## src/rtl/muldiv_if.sv

```systemverilog
// Handshake and data bundle between the core's decode/register-file path
// and the iterative multiply/divide unit.
interface muldiv_if;
   logic        start;
   logic [2:0]  funct3;
   logic [31:0] a;
   logic [31:0] b;
   logic [4:0]  rd_addr;
   logic [31:0] result;
   logic [4:0]  wa;
   logic        we;
   logic        done;
   logic        busy;
   logic        stall;

   modport master (
      output start, funct3, a, b, rd_addr,
      input  result, wa, we, done, busy, stall
   );

   modport slave (
      input  start, funct3, a, b, rd_addr,
      output result, wa, we, done, busy, stall
   );
endinterface

```

## src/rtl/muldiv_unit.sv

```systemverilog
// Iterative RV32M multiply/divide unit. One shift-add (multiply) or
// restoring-subtract (divide) step per cycle over 32 cycles, with
// single-cycle fast paths for divide-by-zero and signed overflow.
//
// state | meaning
// IDLE  | waiting for start; operands sampled on the accept edge
// RUN   | 32 iterations on magnitudes, sign fix-up on the last one
// DONE  | one-cycle register-file write (we/done high, stall low)
module muldiv_unit (
   input  logic      clk,
   input  logic      rst,
   muldiv_if.slave   bus
);

   localparam logic [1:0] IDLE = 2'd0;
   localparam logic [1:0] RUN  = 2'd1;
   localparam logic [1:0] DONE = 2'd2;

   logic [1:0]  state;
   logic [4:0]  cnt;
   logic [2:0]  op;
   logic        sign_a;
   logic        sign_b;
   logic [31:0] opnd;
   logic [63:0] acc;
   logic [31:0] result_q;
   logic [4:0]  wa_q;

   logic        is_div;
   logic        a_signed;
   logic        b_signed;
   logic        in_sa;
   logic        in_sb;
   logic [31:0] in_ma;
   logic [31:0] in_mb;
   logic        div_zero;
   logic        div_ovf;
   logic [31:0] fast_res;

   logic [32:0] mul_sum;
   logic [63:0] mul_next;
   logic [32:0] div_shift;
   logic [32:0] div_diff;
   logic [63:0] div_next;
   logic [63:0] iter_next;
   logic [63:0] prod_fix;
   logic [31:0] quo_fix;
   logic [31:0] rem_fix;
   logic [31:0] final_res;

   // Operand decode at the accept edge: signedness, magnitudes, fast paths.
   always_comb begin
      is_div   = bus.funct3[2];
      a_signed = (bus.funct3 == 3'b001) || (bus.funct3 == 3'b010) ||
                 (bus.funct3 == 3'b100) || (bus.funct3 == 3'b110);
      b_signed = (bus.funct3 == 3'b001) || (bus.funct3 == 3'b100) ||
                 (bus.funct3 == 3'b110);
      in_sa    = a_signed & bus.a[31];
      in_sb    = b_signed & bus.b[31];
      in_ma    = in_sa ? (~bus.a + 32'd1) : bus.a;
      in_mb    = in_sb ? (~bus.b + 32'd1) : bus.b;
      div_zero = is_div && (bus.b == 32'd0);
      div_ovf  = is_div && !bus.funct3[0] &&
                 (bus.a == 32'h8000_0000) && (bus.b == 32'hFFFF_FFFF);
      fast_res = 32'd0;
      if (div_zero)
         fast_res = bus.funct3[1] ? bus.a : 32'hFFFF_FFFF;
      else
         fast_res = bus.funct3[1] ? 32'd0 : 32'h8000_0000;
   end

   // One iteration step; multiply keeps {partial, multiplier} in acc, divide
   // keeps {remainder, dividend/quotient} in acc, opnd holds the other operand.
   always_comb begin
      mul_sum   = acc[0] ? ({1'b0, acc[63:32]} + {1'b0, opnd}) : {1'b0, acc[63:32]};
      mul_next  = {mul_sum, acc[31:1]};
      div_shift = {acc[63:32], acc[31]};
      div_diff  = div_shift - {1'b0, opnd};
      div_next  = div_diff[32] ? {div_shift[31:0], acc[30:0], 1'b0}
                               : {div_diff[31:0], acc[30:0], 1'b1};
      iter_next = op[2] ? div_next : mul_next;
   end

   // Sign fix-up and result selection applied to the final iteration.
   always_comb begin
      prod_fix  = (sign_a ^ sign_b) ? (~iter_next + 64'd1) : iter_next;
      quo_fix   = (sign_a ^ sign_b) ? (~iter_next[31:0] + 32'd1) : iter_next[31:0];
      rem_fix   = sign_a ? (~iter_next[63:32] + 32'd1) : iter_next[63:32];
      final_res = prod_fix[63:32];
      if (op[2])
         final_res = op[1] ? rem_fix : quo_fix;
      else if (op[1:0] == 2'b00)
         final_res = prod_fix[31:0];
   end

   // Sequencer: accept, iterate, write back.
   always_ff @(posedge clk or posedge rst) begin
      if (rst) begin
         state    <= IDLE;
         cnt      <= 5'd0;
         op       <= 3'd0;
         sign_a   <= 1'b0;
         sign_b   <= 1'b0;
         opnd     <= 32'd0;
         acc      <= 64'd0;
         result_q <= 32'd0;
         wa_q     <= 5'd0;
      end else begin
         case (state)
            IDLE: begin
               if (bus.start) begin
                  op     <= bus.funct3;
                  wa_q   <= bus.rd_addr;
                  sign_a <= in_sa;
                  sign_b <= in_sb;
                  cnt    <= 5'd0;
                  if (is_div) begin
                     opnd <= in_mb;
                     acc  <= {32'd0, in_ma};
                  end else begin
                     opnd <= in_ma;
                     acc  <= {32'd0, in_mb};
                  end
                  if (div_zero || div_ovf) begin
                     result_q <= fast_res;
                     state    <= DONE;
                  end else begin
                     state <= RUN;
                  end
               end
            end
            RUN: begin
               acc <= iter_next;
               cnt <= cnt + 5'd1;
               if (cnt == 5'd31) begin
                  result_q <= final_res;
                  state    <= DONE;
               end
            end
            DONE:    state <= IDLE;
            default: state <= IDLE;
         endcase
      end
   end

   assign bus.result = result_q;
   assign bus.wa     = wa_q;
   assign bus.we     = (state == DONE);
   assign bus.done   = (state == DONE);
   assign bus.busy   = (state != IDLE);
   assign bus.stall  = (bus.start && (state == IDLE)) || (state == RUN);

endmodule

```

## src/flat_wrapper.sv

```systemverilog
// flat-port wrapper written by rule: the top's interface ports become plain ports
module muldiv_unit_flat 
  (clk, rst, bus_start, bus_funct3, bus_a, bus_b, bus_rd_addr, bus_result, bus_wa, bus_we, bus_done, bus_busy, bus_stall);
  muldiv_if bus_i ();
  input  logic clk;
  input  logic rst;
  input wire logic [$bits(bus_i.start)-1:0] bus_start;
  input wire logic [$bits(bus_i.funct3)-1:0] bus_funct3;
  input wire logic [$bits(bus_i.a)-1:0] bus_a;
  input wire logic [$bits(bus_i.b)-1:0] bus_b;
  input wire logic [$bits(bus_i.rd_addr)-1:0] bus_rd_addr;
  output wire logic [$bits(bus_i.result)-1:0] bus_result;
  output wire logic [$bits(bus_i.wa)-1:0] bus_wa;
  output wire logic [$bits(bus_i.we)-1:0] bus_we;
  output wire logic [$bits(bus_i.done)-1:0] bus_done;
  output wire logic [$bits(bus_i.busy)-1:0] bus_busy;
  output wire logic [$bits(bus_i.stall)-1:0] bus_stall;
  assign bus_i.start = bus_start;
  assign bus_i.funct3 = bus_funct3;
  assign bus_i.a = bus_a;
  assign bus_i.b = bus_b;
  assign bus_i.rd_addr = bus_rd_addr;
  assign bus_result = bus_i.result;
  assign bus_wa = bus_i.wa;
  assign bus_we = bus_i.we;
  assign bus_done = bus_i.done;
  assign bus_busy = bus_i.busy;
  assign bus_stall = bus_i.stall;
  muldiv_unit u_core (.clk(clk), .rst(rst), .bus(bus_i));
endmodule
```

## config.mk

```make
export PLATFORM = sky130hd
export DESIGN_NAME = muldiv_unit_flat
export DESIGN_NICKNAME = d
export VERILOG_FILES = /design/src/rtl/muldiv_if.sv /design/src/rtl/muldiv_unit.sv /design/src/flat_wrapper.sv
export SDC_FILE = /design/constraint.sdc
export NUM_CORES = 1
export LEC_CHECK = 0
export BUFFER_PORTS_ARGS = -buffer_cell sky130_fd_sc_hd__buf_4
export CORE_MARGIN = 1.5
export CORE_UTILIZATION = 30
export DETAILED_ROUTE_END_ITERATION = 12
export PLACE_DENSITY = 0.55
export SYNTH_ARGS = -nofsm -noshare
export SYNTH_HDL_FRONTEND = slang
export SYNTH_SLANG_ARGS = --single-unit
```

## constraint.sdc

```tcl
create_clock -name clk -period 6.3 [get_ports clk]
set_input_delay 0.63 -clock clk [delete_from_list [all_inputs] [get_ports clk]]
set_output_delay 0.63 -clock clk [all_outputs]
set_load 0.1 [all_outputs]
```

==> impl_results.md <==
* Slew Viols, Final at 0
* Vias post-DR at 18585
* WS Path Type: flip-flop to flip-flop
* Overflow after GRT at 0
* Gpl congestion at 0.976
* Drt pass-1 iters at 5
* Flop-to-flop setup slack at 0.62 ns
* IO buf count at 115
* Post-synth EDFFs at 0
* Post CTS Setup Buffer Count at 0
* Largest net degree at the start of global routing at 91
* Ant diodes at 0
* Antenna Nets Post-Route at 0
* Grt met1 use at 0.379
* Die Y at 237 microns
* Synthesized cell area at 16400 sq um
* Post-CTS Resized at 0
* Run status: finished, final reports clean
* Measured slew at the worst slew-check pin at 1.22 ns
* Syn avg cell area at 7.21 sq um
* CTS tree: yes
* Grt peak-use layer: met2
* Nets at 2468
* Synth warn at 0
* DR WL/cell at 25.7 microns
* Die X at 237 microns
* Setup crit end kind: flip-flop
* Synth top area share at 0.221
* Grt met2 use at 0.415
* Vias per cell at 6.14
* Via count of the first global-routing pass at 17549
* Highest clock rate at 176 MHz
* Final Skew at 0.0151 ns
* Starting DRT DRC Count at 1955
* # IOs at 116
* H-tree lvl count at 4
* Layout area overhead at 13.1%
* Area leader, netlist: dfrtp_1
* Initial Util at 0.305
* Arrival time worst endpoint at 6.03 ns
* First-pass GRT wire length at 115 mm
* Clock Latency Late Sink at 0.51 ns
* DRC viols at 0
* Final Setup Violations at 0
* Syn Inst Count at 2279
* Startpoint type of the worst setup path: flip-flop
* CTS root buf: clkbuf_16
* Synthesized net count at 2427
* WL final at 77.7 mm
* Worst EP required at 6.66 ns
* HPWL after detailed placement at 60.7 mm
* CTS buffer count at 17
* RSZ-0062 raised after global routing: no
* Post-synth top flop: dfrtp_1
* Area contributors post-synth: dfrtp_1 22%, o21ai_0 6.8%, nand2_1 6.5%, a21oi_1 6.4%, ha_1 5.4%
* Cell variety after synth at 95
* Total GRT Usage at 0.275
* Tcrit/Tclk final at 0.901
* Register area share after synthesis at 0.221
* Clk buf depth at 2
* Hold_buf cts at 0
* Hold WS at 0.225 ns
* HP Class: input port to asynchronous set/reset pin
* Top cells by count, synth: 283 x nand2_1, 224 x o21ai_0, 214 x nor2_1
* Max_slew headroom at 0.182
* Final hold viol count at 0
* Cell with the most instances after synthesis: nand2_1
* Max cap viols at 0
* Worst-path clk slew at 0.07 ns
* Die area at 56200 sq um
* CP Max Fanout at 8
* Clock tree sinks at 145
* Fraction of layout cells with a size suffix above 1 at 0.107
* Yosys reg bits at 145
* Initial antenna violation count at 7
* TNS Setup at 0 ns
* Fraction of registers with async set/reset at 1.00
* Core ar. at 53900 sq um
* Site Rows at 85
* Final min period at 5.68 ns
* Met3 GRT Util at 0.0484
-- critical path: stages (launching register included) --
cell      delay [ns]
dfrtp_1         0.47
ha_1            0.45
a21oi_1         0.58
o211ai_1        0.20
nor3_1          0.70
o31ai_1         0.44
or3_1           0.43
o211ai_1        0.12
a221oi_1        0.08
buf_4           0.22
nand4b_1        0.37
nor4_4          0.61
a31o_2          0.24
a311oi_1        0.05
o32ai_1         0.41
o211ai_1        0.15
-- state kept, by name, indices dropped and copies added (netlist names) --
name and count:
u_core.bus.result 32, u_core.cnt 5, u_core.sign_a 1, u_core.opnd 32, u_core.acc 64, u_core.sign_b 1
u_core.op 3, u_core.state 2, u_core.bus.wa 5
-- layer usage --
layer | vias to the layer above | wire, microns
li1 | 8505 | -
met1 | 9099 | 34300
met2 | 832 | 33700
met3 | 145 | 5830
met4 | 4 | 3820
met5 | - | 29
-- area by class of cell --
type	count	area (sq um)
Multi-Input combinational cell	1915	12000
Clock buffer	18	439
Sequential cell	145	3630
Timing Repair Buffer	159	1190
Clock inverter	14	145
Fill cell	5739	35300
Tap cell	696	871
Inverter	82	313
-- cells by family (layout without fill, tap and decap cells) --
family	count (synthesis)	count (layout)	share of synthesized area
compound gates	815	815	0.319
flops	145	145	0.221
fa+ha+maj	73	73	0.0565
xor+xnor	153	153	0.0816
simple gates	818	818	0.235
buf+inv	219	273	0.0521
mux	56	56	0.0347
-- per-stage QoR --
stage	worst slack, ns	cell area [sq um]	cells	util
after floorplan	1.43	16400	2279	-
after global placement	0.972	18000	2997	0.334
after detailed placement	0.914	18000	2997	0.334
after CTS	0.875	18600	3029	0.344
after global routing	0.391	18600	3029	0.344
final	0.625	18600	3029	0.344
-- cells in the final DEF, fill, tap and decap left out, types with 8 or more instances in the layout --
cell type / Yosys / routed
o31ai_1: 28 / 28
nand2_1: 283 / 282
nor3_1: 68 / 67
dfrtp_1: 145 / 144
buf_4: 3 / 159
a31o_2: 8 / 8
and2_1: 18 / 17
a22o_1: 15 / 15
ha_1: 71 / 71
a221oi_1: 10 / 10
a21boi_0: 10 / 10
nor2b_1: 15 / 14
nor4_1: 19 / 19
inv_1: 80 / 79
o21ai_0: 224 / 224
or4_1: 9 / 9
nand3_1: 45 / 45
and3_1: 17 / 17
mux2i_1: 48 / 48
o221ai_1: 36 / 36
mux2_2: 8 / 8
nor3b_1: 10 / 10
xor2_1: 66 / 65
xnor2_1: 87 / 86
a21o_1: 25 / 25
o22ai_1: 10 / 10
o211ai_1: 37 / 37
or3_1: 22 / 22
nand4_1: 39 / 39
o21ai_1: 12 / 12
o21a_1: 13 / 13
nor2_1: 214 / 213
clkbuf_16: 0 / 17
or2_2: 8 / 8
nand2b_1: 22 / 21
a211oi_1: 31 / 31
a31oi_1: 42 / 42
a21oi_1: 209 / 209
-- worst paths after layout --
| kind | cells past startpoint | start | to |
|---|---|---|---|
| setup reg to reg | 15 | u_core.acc[42]$_DFFE_PP0P_ | u_core.bus.result[25]$_DFFE_PP0P_ |
| setup / recovery | 15 | u_core.acc[42]$_DFFE_PP0P_ | u_core.bus.result[25]$_DFFE_PP0P_ |
| min in group clk | 3 | bus_rd_addr[3] | u_core.bus.wa[3]$_DFFE_PP0P_ |
| hold reg to reg | 2 | u_core.bus.wa[0]$_DFFE_PP0P_ | u_core.bus.wa[0]$_DFFE_PP0P_ |
| hold / removal | 2 | rst | u_core.opnd[4]$_DFFE_PP0P_ |
| max in group asynchronous | 3 | rst | u_core.acc[60]$_DFFE_PP0P_ |
Power is left out: the tool's default activity adds up to more than one toggle a clock period on the data nets, which glitch-free logic cannot reach.
